`src/rtl/nios2_div_pkg.sv`:
```
// rtl/nios2_div_pkg.sv - shared types and constants for the iterative divider
//
// Holds the divider FSM state encoding, the default operand width and the
// quotient returned for a zero divisor.
package nios2_div_pkg;

    localparam int DIV_WIDTH = 32;

    typedef enum logic [1:0] {
        ST_IDLE  = 2'd0,
        ST_CALC  = 2'd1,
        ST_FIXUP = 2'd2
    } div_state_e;

    // Quotient produced for any divide by zero, signed or unsigned.
    localparam logic [DIV_WIDTH-1:0] DIV0_QUOT = '1;

endpackage

```
`src/rtl/nios2_div_step.sv`:
```
// rtl/nios2_div_step.sv - one combinational radix-2 restoring division step
//
// Ports:
//   rem_i     : partial remainder before the step
//   quo_i     : partial quotient / remaining dividend bits before the step
//   divisor_i : divisor magnitude
//   rem_o     : partial remainder after the step
//   quo_o     : partial quotient after the step (new bit in LSB)
module nios2_div_step #(
    parameter int WIDTH = 32
) (
    input  logic [WIDTH-1:0] rem_i,
    input  logic [WIDTH-1:0] quo_i,
    input  logic [WIDTH-1:0] divisor_i,
    output logic [WIDTH-1:0] rem_o,
    output logic [WIDTH-1:0] quo_o
);

    logic [WIDTH:0] shifted;
    logic [WIDTH:0] diff;
    logic           negative;

    // {rem,quo} shifted left by one; the remainder half keeps its carried-out
    // MSB so the trial subtract sees the full WIDTH+1-bit value.
    assign shifted  = {rem_i, quo_i[WIDTH-1]};
    assign diff     = shifted - {1'b0, divisor_i};
    assign negative = diff[WIDTH];

    // Restore on a negative trial result. The restored value is always below
    // the divisor, so its top bit is zero and WIDTH bits suffice.
    assign rem_o = negative ? shifted[WIDTH-1:0] : diff[WIDTH-1:0];
    assign quo_o = {quo_i[WIDTH-2:0], ~negative};

endmodule

```
`src/rtl/nios2_div_cell.sv`:
```
// rtl/nios2_div_cell.sv - fixed-latency 32-bit signed/unsigned divide cell
//
// Ports:
//   clk, reset_n       : clock and synchronous active-low reset
//   M_div_src1         : dividend
//   M_div_src2         : divisor
//   M_div_signed       : 1 = two's-complement divide, 0 = unsigned
//   M_div_rem_sel      : 1 = return remainder, 0 = return quotient
//   M_div_start        : start request, honoured only in IDLE
//   M_div_busy         : operation in progress (CALC and FIXUP)
//   M_div_done         : one-cycle pulse while the result is valid
//   M_div_cell_result  : selected quotient or remainder, held until next op
module nios2_div_cell
    import nios2_div_pkg::*;
#(
    parameter int WIDTH = DIV_WIDTH
) (
    input  logic             clk,
    input  logic             reset_n,
    input  logic [WIDTH-1:0] M_div_src1,
    input  logic [WIDTH-1:0] M_div_src2,
    input  logic             M_div_signed,
    input  logic             M_div_rem_sel,
    input  logic             M_div_start,
    output logic             M_div_busy,
    output logic             M_div_done,
    output logic [WIDTH-1:0] M_div_cell_result
);

    localparam int CNT_W = $clog2(WIDTH);

    div_state_e       state_q, state_d;
    logic [CNT_W-1:0] cnt_q, cnt_d;
    logic [WIDTH-1:0] rem_q, rem_d;
    logic [WIDTH-1:0] quo_q, quo_d;
    logic [WIDTH-1:0] dvs_q, dvs_d;
    logic [WIDTH-1:0] dvd_q, dvd_d;
    logic             quo_neg_q, quo_neg_d;
    logic             rem_neg_q, rem_neg_d;
    logic             rem_sel_q, rem_sel_d;
    logic             div_zero_q, div_zero_d;
    logic             busy_q, busy_d;
    logic             done_q, done_d;
    logic [WIDTH-1:0] result_q, result_d;

    logic [WIDTH-1:0] step_rem;
    logic [WIDTH-1:0] step_quo;
    logic [WIDTH-1:0] quo_fixed;
    logic [WIDTH-1:0] rem_fixed;

    function automatic logic [WIDTH-1:0] magnitude(input logic [WIDTH-1:0] v,
                                                   input logic             is_signed);
        return (is_signed && v[WIDTH-1]) ? -v : v;
    endfunction

    nios2_div_step #(
        .WIDTH(WIDTH)
    ) u_step (
        .rem_i     (rem_q),
        .quo_i     (quo_q),
        .divisor_i (dvs_q),
        .rem_o     (step_rem),
        .quo_o     (step_quo)
    );

    // Sign fixup is applied to the outputs of the final step so the result
    // can be registered on the same edge that enters FIXUP. A zero divisor
    // bypasses the arithmetic: all-ones quotient, original dividend as
    // remainder, independent of signedness.
    assign quo_fixed = div_zero_q ? WIDTH'(DIV0_QUOT)
                                  : (quo_neg_q ? -step_quo : step_quo);
    assign rem_fixed = div_zero_q ? dvd_q
                                  : (rem_neg_q ? -step_rem : step_rem);

    // State register
    always_ff @(posedge clk) begin
        if (!reset_n) begin
            state_q    <= ST_IDLE;
            cnt_q      <= '0;
            rem_q      <= '0;
            quo_q      <= '0;
            dvs_q      <= '0;
            dvd_q      <= '0;
            quo_neg_q  <= 1'b0;
            rem_neg_q  <= 1'b0;
            rem_sel_q  <= 1'b0;
            div_zero_q <= 1'b0;
            busy_q     <= 1'b0;
            done_q     <= 1'b0;
            result_q   <= '0;
        end else begin
            state_q    <= state_d;
            cnt_q      <= cnt_d;
            rem_q      <= rem_d;
            quo_q      <= quo_d;
            dvs_q      <= dvs_d;
            dvd_q      <= dvd_d;
            quo_neg_q  <= quo_neg_d;
            rem_neg_q  <= rem_neg_d;
            rem_sel_q  <= rem_sel_d;
            div_zero_q <= div_zero_d;
            busy_q     <= busy_d;
            done_q     <= done_d;
            result_q   <= result_d;
        end
    end

    // Next-state logic
    always_comb begin
        state_d = state_q;
        case (state_q)
            ST_IDLE:  if (M_div_start) state_d = ST_CALC;
            ST_CALC:  if (cnt_q == '0) state_d = ST_FIXUP;
            ST_FIXUP: state_d = ST_IDLE;
            default:  state_d = ST_IDLE;
        endcase
    end

    // Datapath and output logic
    always_comb begin
        cnt_d      = cnt_q;
        rem_d      = rem_q;
        quo_d      = quo_q;
        dvs_d      = dvs_q;
        dvd_d      = dvd_q;
        quo_neg_d  = quo_neg_q;
        rem_neg_d  = rem_neg_q;
        rem_sel_d  = rem_sel_q;
        div_zero_d = div_zero_q;
        result_d   = result_q;
        // busy covers CALC and FIXUP; done is high exactly while in FIXUP.
        busy_d     = (state_d != ST_IDLE);
        done_d     = (state_d == ST_FIXUP);

        case (state_q)
            ST_IDLE: begin
                if (M_div_start) begin
                    dvd_d      = M_div_src1;
                    quo_d      = magnitude(M_div_src1, M_div_signed);
                    dvs_d      = magnitude(M_div_src2, M_div_signed);
                    rem_d      = '0;
                    cnt_d      = CNT_W'(WIDTH - 1);
                    quo_neg_d  = M_div_signed & (M_div_src1[WIDTH-1] ^ M_div_src2[WIDTH-1]);
                    rem_neg_d  = M_div_signed & M_div_src1[WIDTH-1];
                    rem_sel_d  = M_div_rem_sel;
                    div_zero_d = (M_div_src2 == '0);
                end
            end
            ST_CALC: begin
                rem_d = step_rem;
                quo_d = step_quo;
                if (cnt_q != '0) begin
                    cnt_d = cnt_q - CNT_W'(1);
                end else begin
                    result_d = rem_sel_q ? rem_fixed : quo_fixed;
                end
            end
            default: begin
            end
        endcase
    end

    assign M_div_busy        = busy_q;
    assign M_div_done        = done_q;
    assign M_div_cell_result = result_q;

endmodule

```
`config.mk`:
```
export PLATFORM = sky130hd
export DESIGN_NAME = nios2_div_cell
export DESIGN_NICKNAME = d
export VERILOG_FILES = /design/src/rtl/nios2_div_pkg.sv /design/src/rtl/nios2_div_step.sv /design/src/rtl/nios2_div_cell.sv
export SDC_FILE = /design/constraint.sdc
export NUM_CORES = 1
export LEC_CHECK = 0
export CAP_MARGIN = 20
export CORE_MARGIN = 2
export CORE_UTILIZATION = 48
export CTS_CLUSTER_SIZE = 14
export DETAILED_ROUTE_END_ITERATION = 10
export GPL_TIMING_DRIVEN = 0
export PLACE_DENSITY = 0.68
export REMOVE_ABC_BUFFERS = 1
export SETUP_SLACK_MARGIN = 0.05
export SYNTH_ARGS = -nofsm -noshare
export SYNTH_HDL_FRONTEND = slang
export SYNTH_SLANG_ARGS = --single-unit
export TNS_END_PERCENT = 20
```
`constraint.sdc`:
```
create_clock -name clk -period 9.6 [get_ports clk]
set_input_delay 1.92 -clock clk [delete_from_list [all_inputs] [get_ports clk]]
set_output_delay 1.92 -clock clk [all_outputs]
set_load 0.01 [all_outputs]
```
### Yosys cells after proc, flatten, opt, wreduce, memory -nomap -nowiden

Cells that the tools add are included.

| storage, ports and cells | value |
|---|---|
| input port bits | 69 |
| word-level logic and storage cells | 58 |
| ROM bits | 0 |
| register bits | 173 |
| output and inout bits | 34 |
| latch bits | 0 |
| memory bits (writable) | 0 |
| memories | 0 |

| operators by class | value |
|---|---|
| bitwise gates (word level) | 5 |
| add/subtract/negate cells | 6 |
| multipliers | 0 |
| equal/unequal tests | 4 |
| muxes and demuxes | 18 |
| reductions and logical operators | 12 |
| order comparisons | 0 |
| divide/modulo/power cells | 0 |
| shift operators | 0 |

Operators with widths:

| cell | count |
|---|---|
| 32-bit 2-to-1 mux | 10 |
| 32-bit negation | 4 |
| 32-bit one-hot mux with 2 select lines | 2 |
| 33-bit by 32-bit subtractor with 33-bit output | 1 |
| 32-bit logical NOT | 1 |
| 5-bit 2-to-1 mux | 2 |
| 5-bit one-hot mux with 2 select lines | 1 |
| 2-bit AND reduction | 3 |
| 5-bit logical NOT | 1 |
| 5-bit nonzero test | 1 |
| 5-bit by 1-bit subtractor with 5-bit output, second input constant | 1 |
| 2-bit 2-to-1 mux | 2 |
| 2-bit inequality test, second input constant | 2 |
| 2-bit one-hot mux with 2 select lines | 1 |
| 2-bit nonzero test | 2 |
| 3-bit AND reduction | 1 |
| 1-bit AND | 2 |
| 2-bit by 1-bit == test with 1-bit output, second input constant | 1 |
| 2-bit == test, second input constant | 1 |
| 1-bit logical AND | 2 |
| 2-bit logical NOT | 1 |
| 1-bit NOT | 2 |
| 1-bit XOR | 1 |

### Logic depth before layout (Yosys ltp)

Gate-level depths: netlist of the first run.

| depth | value |
|---|---|
| depth in word-level cells | 6 |
| gate-level depth with buffers | 25 |

### Cells and area by module

A second synthesis of the first run with hierarchy kept.

| second synthesis, totals | value |
|---|---|
| cells, all modules | 1,585 |
| area, all modules | 12,216.7 um2 |

By module, submodules not included:

| module | instances | area an instance (um2) | sequential area each (um2) | cells each |
|---|---|---|---|---|
| nios2_div_cell | 1 | 9,625.5 | 3,463.3 | 1,249 |
| nios2_div_step | 1 | 2,591.2 | 0.0 | 336 |

### Worst setup path after synthesis of the first run

No wires, ideal clock.

| path | value |
|---|---|
| kind | register to register |
| start point | register quo_q[31] |
| end point | register result_q[30], in the netlist M_div_cell_result[30] |
| setup slack | 4,506 ps |
| library setup time | 118 ps |
| arrival time | 4,976 ps |
| required time | 9,482 ps |
| period minus slack after synthesis | 5,094 ps |
| cell stages (with the launch flop) | 26 |
| path buffers | 2 |
| path through | dfxtp_1 inv_1 ha_1 inv_1 fa_1 nand3_1 a21oi_1 o21ai_1 a21oi_1 nor3_1 nor2_2 inv_1 buf_2 buf_1 ha_1 or3b_2 nor4_1 nand3_1 or3_1 o31ai_1 xor2_1 o21ai_0 a21oi_1 o21ai_0 a21oi_1 nor3_1 |

| between the ends | value |
|---|---|
| longest elaborated chain between the ends | 6 |

RTL lines:

| item | RTL line | RTL |
|---|---|---|
| from (decl) | nios2_div_cell.sv:35 | `logic [WIDTH-1:0] quo_q, quo_d;` |
| from (signal assigned) | nios2_div_cell.sv:95 | `quo_q <= quo_d;` |
| 33-bit by 32-bit subtractor with 33-bit output | nios2_div_step.sv:26 | `assign diff = shifted - {1'b0, divisor_i};` |
| 32-bit 2-to-1 mux / 1-bit NOT (equally long branches) | nios2_div_step.sv:31, nios2_div_step.sv:32 |  |
| 32-bit negation (on tied branches) | nios2_div_cell.sv:73, nios2_div_cell.sv:71 |  |
| 32-bit 2-to-1 mux (on tied branches) | nios2_div_cell.sv:73, nios2_div_cell.sv:71 |  |
| 32-bit 2-to-1 mux (on tied branches) | nios2_div_cell.sv:72, nios2_div_cell.sv:70 |  |
| 32-bit 2-to-1 mux (*) | nios2_div_cell.sv:155 | `result_d = rem_sel_q ? rem_fixed : quo_fixed;` |
| to (signal assigned) | nios2_div_cell.sv:104 | `result_q <= result_d;` |
| to (decl) | nios2_div_cell.sv:44 | `logic [WIDTH-1:0] result_q, result_d;` |

Every way passes the cells marked *; elsewhere a longest branch is shown, timed or not.
A chain may end at the register's enable or synchronous reset.

### Worst setup path in the final report of the first run

Ends and elaborated chain as after synthesis.

==> results of run 1 <==
==> cell type report <==
class / count / share of cell area
clock buffer: 18 / 0.0316
sequential: 173 / 0.249
inverter: 61 / 0.0168
multi-input combinational: 1279 / 0.574
clock inverter: 14 / 0.0103
timing repair buffer: 113 / 0.0891
tap: 324 / 0.0291
==> stage by stage <==
step                      instance area [µm²]  power (mW)  hold slack, ns  worst slack [ns]  std cells
after global routing                    13900        2.30           0.456              2.70       1982
final                                   13900        2.19           0.435              3.11       1982
after CTS                               13900        2.18           0.441              2.59       1981
after floorplan                         11600        1.28           0.432              3.56       1513
after detailed placement                13300        1.49           0.432              2.66       1949
after global placement                  13100        1.47           0.426            -0.693       1939
==> cells in the mapped netlist (all sizes together), types with 14 or more instances <==
library cell  instances  area (µm²)
xor2                 66         578
o31ai                22         170
nand3                21         105
dfxtp               173        3460
clkbuf               80         300
and2                 17         106
buf                  23         116
o211ai               15         113
o221ai               14         123
or3                  28         175
nand2               190         713
nand4                16         100
o21ai               105         526
a222oi               31         310
a31oi                17         106
a211oi               38         285
a21oi               153         766
a22oi                19         148
inv                  60         225
ha                   37         463
nand2b               16         100
nor2                189         712
mux2i                24         240
nor3                 35         175
nor4                 19         125
xnor2                59         517
==> path summary, 6_finish.rpt <==
kind | from | slack, ns | cells past startpoint | to
setup / recovery | quo_q[31] | 3.11 | 22 | M_div_cell_result[30]
hold / removal | M_div_cell_result[26] | 0.44 | 2 | M_div_cell_result[26]
setup reg to reg | quo_q[31] | 3.11 | 22 | M_div_cell_result[30]
hold reg to reg | M_div_cell_result[26] | 0.44 | 2 | M_div_cell_result[26]
==> critical path, delay by kind of cell, from the launching register on <==
kind / cells / cell delay, ns
and+or+nand+nor: 8 / 2.65
buffers and inverters: 3 / 0.46
DFF: 1 / 0.38
xor gates and xnor gates: 1 / 0.09
AOI/OAI and AO/OA: 7 / 2.05
adders and majority gates: 3 / 0.74
==> cells in the final DEF, fill, tap and decap left out, types with 5 or more instances in the layout <==
| master | synthesis | final |
|---|---|---|
| or4_1 | 7 | 7 |
| o31ai_1 | 21 | 21 |
| o22ai_1 | 7 | 7 |
| nor4_1 | 18 | 18 |
| a22oi_1 | 18 | 18 |
| a211oi_1 | 38 | 38 |
| nand4_1 | 16 | 16 |
| inv_6 | 0 | 6 |
| and2_1 | 16 | 15 |
| a21o_1 | 10 | 10 |
| clkbuf_16 | 0 | 17 |
| o21a_1 | 8 | 8 |
| inv_1 | 60 | 60 |
| ha_1 | 37 | 37 |
| nor3b_1 | 6 | 6 |
| nor4b_1 | 5 | 5 |
| nor2_1 | 188 | 186 |
| nand2_1 | 190 | 189 |
| nor3_1 | 35 | 33 |
| o211ai_1 | 15 | 15 |
| xnor2_1 | 59 | 59 |
| dfxtp_1 | 173 | 173 |
| clkdlybuf4s50_1 | 0 | 102 |
| o221ai_1 | 14 | 14 |
| nor2b_1 | 6 | 5 |
| o41ai_1 | 11 | 11 |
| nand2b_1 | 16 | 16 |
| a222oi_1 | 31 | 31 |
| a31oi_1 | 17 | 17 |
| nand3b_1 | 5 | 5 |
| mux2i_1 | 24 | 24 |
| mux2_2 | 6 | 6 |
| nand3_1 | 21 | 21 |
| xor2_1 | 66 | 66 |
| and4_1 | 6 | 6 |
| or2_2 | 7 | 7 |
| or3_1 | 28 | 28 |
| a311oi_1 | 11 | 11 |
| o21ai_0 | 101 | 101 |
| a21oi_1 | 153 | 153 |
==> where the power goes <==
part / switching, mW / total, mW / internal [mW]
clock: 0.345 / 0.699 / 0.354
sequential: 0.0467 / 0.811 / 0.765
combinational: 0.414 / 0.680 / 0.266
==> logic make-up (layout without fill, tap and decap cells) <==
logic type | after synthesis | after routing
flip-flops | 173 | 173
adder cells (fa/ha/maj) | 38 | 38
AO/OA/AOI/OAI | 504 | 504
XOR/XNOR | 125 | 125
buffers and inverters | 164 | 206
multiplexers | 30 | 30
AND/OR/NAND/NOR | 582 | 582
==> state kept, by name, summed over array words and instances (netlist names) <==
| signal | cells |
|---|---|
| M_div_cell_result | 32 |
| dvd_q | 32 |
| dvs_q | 32 |
| quo_q | 32 |
| rem_q | 32 |
| cnt_q | 5 |
| state_q | 2 |
| M_div_busy | 1 |
| M_div_done | 1 |
| div_zero_q | 1 |
| quo_neg_q | 1 |
| rem_neg_q | 1 |
| rem_sel_q | 1 |
==> per-layer routing <==
layer	vias to the layer above	wire length [µm]	track usage
met2	440	17200	0.458
met5	-	0	0
met4	0	733	0.0813
li1	5969	-	-
met1	5845	16500	0.376
met3	51	2190	0.0387
==> results.ini, run 1 <==
[die]
die_x_um=162
die_h_um=162
io_pins=103
core_um2=24500
dieArea_um2=26400
rows=57
start_util=0.493

[worst_setup_path]
end_kind=flop
crit_required_ns=9.96
cp_max_fo=11
worstSetupPathType=flop to flop
crit_path_max_incr_delay_ns=0.65
critPathArrivalTime_ns=6.85
cp_cell_sequence=inv_1 -> ha_1 -> inv_1 -> fa_1 -> nand3_1 -> a21oi_1 -> o21ai_1 -> a21oi_1 -> o21a_1 -> nor2_4 -> inv_1 -> ha_1 -> or3b_2 -> nor4_1 -> nand3_1 -> or3_1 -> o31ai_1 -> xor2_1 -> o21ai_0 -> a21oi_1 -> and3_1 -> nor3_1
cp_slowest_cell=nor4_1
crit_path_start_kind=flop

[global_route]
grt_start_max_net_pins=101
grt_pass1_vias=11397
antenna_found_initial=0
grt_first_pass_wirelength_um=59100
grt_use_total=0.277
grt-ovfl-total=0

[sta]
slew_headroom=0.280
fin_crit_ns=6.49
worstMarginPinSlew_ns=1.07
period_share=0.676
finClkSkew_ns=0.0161
fin_tns_setup_ns=0
rsz0062_at_grt=no
timing.fmax_ghz=0.154
setup_viol=0
finalHoldViolations=0
drv_slew=0

[power_and_ir_drop]
power_leakage_nw=5.05
powerDensity_nw_per_um2=157
vdd_drop_max_v=0.000117

[worst_hold_path]
worstHoldPathType=flop to flop

[synth]
netlist_area_um2=12100
synth_xor_area_frac=0.0908
synth-seq-cells=173
synth_top_family_by_area=compound AO/OA/AOI/OAI gates
yosys_warnings=0
synthCells=1616
syn_avg_cell_area_um2=7.46
muxShareOfSynthArea=0.0255
ys_seq_area_frac=0.287
synth-main-ff-cell=dfxtp_1
synth-simple-area-share=0.224
synth_fa_ha_area_frac=0.0401
synth_compound_area_frac=0.278
synth_cell_types=81
synth_edf_count=0
synthArstFlopShare=0

[clock_network]
post_cts_resized=0
clk_latency_ns=0.45
cts_inserted_buffers=17
ctsRootBufferMaster=clkbuf_16
clockBufferDepth=2
clkTransAtPathRegs_ns=0.07
clock_sinks=173
cts_tree=built
cts_hold_buf=0
htree_levels=4
postCtsSetupRepairBufs=0

[layout]
area_growth_syn_to_layout_pct=15.4
multi_input_comb_area_um2=7990
seq_area_um2=3460
fill_cells=2334
final_util=0.569
n_antenna_cell=0
drive_gt1_frac=0.0476
finish.net_count=1752

[route]
vias=12305
vias_per_cell=6.21
wirelength_um=36700
postRouteAntennaNets=0
drc=0
wl_per_cell_um=18.5
drtIter0Drc=1191
firstDrtPassIters=9

[run_status]
outcome=complete, no violations

[place]
port_buffers=102
place_congestion=0.919
dpl.hpwl_um=26500

[job]
max_cap_violations=0

Power figures use the tool's default switching activity.
==> run 2, diff against run 1 <==
Clock period 9.6 ns to 6.6 ns, I/O delays scaled along.
==> results.ini, run 2 (synthesis results as in run 1) <==
[sta]
fin_tns_setup_ns=0
setup_viol=0
timing.final.ws_setup_ns=0.491
drv_slew=0
worstMarginPinSlew_ns=1.08
finalHoldViolations=0
rsz0062_at_grt=no
slew_headroom=0.272
period_share=0.926
finClkSkew_ns=0.0161
timing.fmax_ghz=0.164
fin_crit_ns=6.11

[clock_network]
clkTransAtPathRegs_ns=0.08
clock_sinks=173
ctsRootBufferMaster=clkbuf_16
htree_levels=4
clk_latency_ns=0.45
cts_hold_buf=0
cts_inserted_buffers=17
postCtsSetupRepairBufs=0
clockBufferDepth=2
cts_tree=built

[die]
rows=57
dieArea_um2=26400
die_x_um=162
io_pins=103
core_um2=24500
die_h_um=162
start_util=0.493

[route]
wirelength_um=36800
firstDrtPassIters=9
vias=12385
drtIter0Drc=1213
drc=0
vias_per_cell=6.25
postRouteAntennaNets=0
wl_per_cell_um=18.6

[place]
placed_cell_area_um2=13300
place_congestion=0.919
port_buffers=102
dp_slack_ns=-0.338
dpl.hpwl_um=26500

[global_route]
grt-ovfl-total=0
antenna_found_initial=0
grt_pass1_vias=11397
use_met2=0.458
grt_first_pass_wirelength_um=59100
busiest_layer=met2
grt_use_met3=0.0387
use_met1=0.376
grt_use_total=0.277
grt_start_max_net_pins=101

[layout]
n_antenna_cell=0
finish.net_count=1752
fin_area_um2=13900
final_cell_mix=nand2_1, nor2_1, dfxtp_1
drive_gt1_frac=0.0501
layout_commonest_cell=nand2_1
area_growth_syn_to_layout_pct=15.4

[worst_setup_path]
cp_slowest_cell=or3b_2
ff2ff_setup_slack_ns=0.49
worstSetupPathType=flop to flop
worst-r2r-cell-count=20
path_common_cell=a21oi_1
cp_cell_sequence=ha_1 -> a21oi_1 -> o21ai_0 -> o21ai_2 -> a21oi_1 -> nor3_2 -> buf_6 -> nor2_4 -> clkinvlp_4 -> ha_1 -> or3b_2 -> nor4_2 -> nand3_1 -> or3_1 -> o31ai_1 -> xor2_1 -> o21ai_0 -> a21oi_1 -> and3_1 -> nor3_1
crit_path_max_incr_delay_ns=0.52
crit_required_ns=6.96
critPathArrivalTime_ns=6.47
crit_family=simple AND/OR/NAND/NOR gates
regToRegEndpoint=M_div_cell_result[30]
reg2reg_from=rem_q[6]
end_kind=flop
crit_path_start_kind=flop
cp.depth=20
worstSetupEndpoint=M_div_cell_result[30]
setup.worst_path.start=rem_q[6]
cp_max_fo=16
path_buf_inv=2

[power_and_ir_drop]
vdd_drop_max_v=0.000170
power_leakage_nw=5.04
powerDensity_nw_per_um2=229

[worst_hold_path]
worstHoldPathType=flop to flop
hold_path_depth=2

[run_status]
outcome=complete, no violations

[job]
max_cap_violations=0

[run 2: changes by cell type in the layout (fill, tap and decap cells not counted), sizes merged]
cell      before  now
inv           69   68
clkinvlp       2    4
buf           11   10
[run 2: worst min-delay path, delay by kind of cell (launching register included)]
family	cells	cell delay [ns]
flops	1	0.31
simple gates	2	0.09
[run 2: per-stage QoR]
stage	instances	util	hold slack (ns)	total power [mW]
after global routing	1982	0.568	0.456	3.35
final	1982	0.568	0.435	3.19
after CTS	1981	0.568	0.441	3.18
after global placement	1939	0.534	0.426	2.14
after detailed placement	1949	0.544	0.432	2.17
after floorplan	1513	-	0.432	1.86
[run 2: per-layer routing]
layer / routed length, µm / share of wire
met4: 797 / 0.022
met5: 0 / 0
met2: 17300 / 0.47
met3: 2090 / 0.057
met1: 16600 / 0.45
[run 2: cell type report]
class                           count  area [µm²]
Fill cell                        2336       10600
Multi-Input combinational cell   1279        8000
Sequential cell                   173        3460
Timing Repair Buffer              112        1210
Clock buffer                       18         439
Tap cell                          324         405
Inverter                           61         238
Clock inverter                     14         143
Timing Repair inverter              1        5.00
[run 2: repair_timing]
action                     4_1_cts  5_1_grt
gates resized for setup          2        2
setup endpoints to repair        3        3
gates cloned                     0        1
hold endpoints to repair         0        0
[run 2: power breakdown]
part	switching (mW)	leakage [nW]	internal (mW)
Combinational	0.605	3.34	0.384
Clock	0.502	0.280	0.514
Sequential	0.0682	1.41	1.11
[run 2: how the worst min path moves through the flow]
| stage | startpoint | to | slack, ns |
|---|---|---|---|
| after floorplan | dvs_q[22] | dvs_q[22] | 0.43 |
| after global placement | M_div_cell_result[26] | M_div_cell_result[26] | 0.43 |
| after detailed placement | M_div_cell_result[26] | M_div_cell_result[26] | 0.43 |
| after CTS | M_div_cell_result[26] | M_div_cell_result[26] | 0.44 |
| after global routing | M_div_cell_result[26] | M_div_cell_result[26] | 0.46 |
| final | M_div_cell_result[26] | M_div_cell_result[26] | 0.44 |
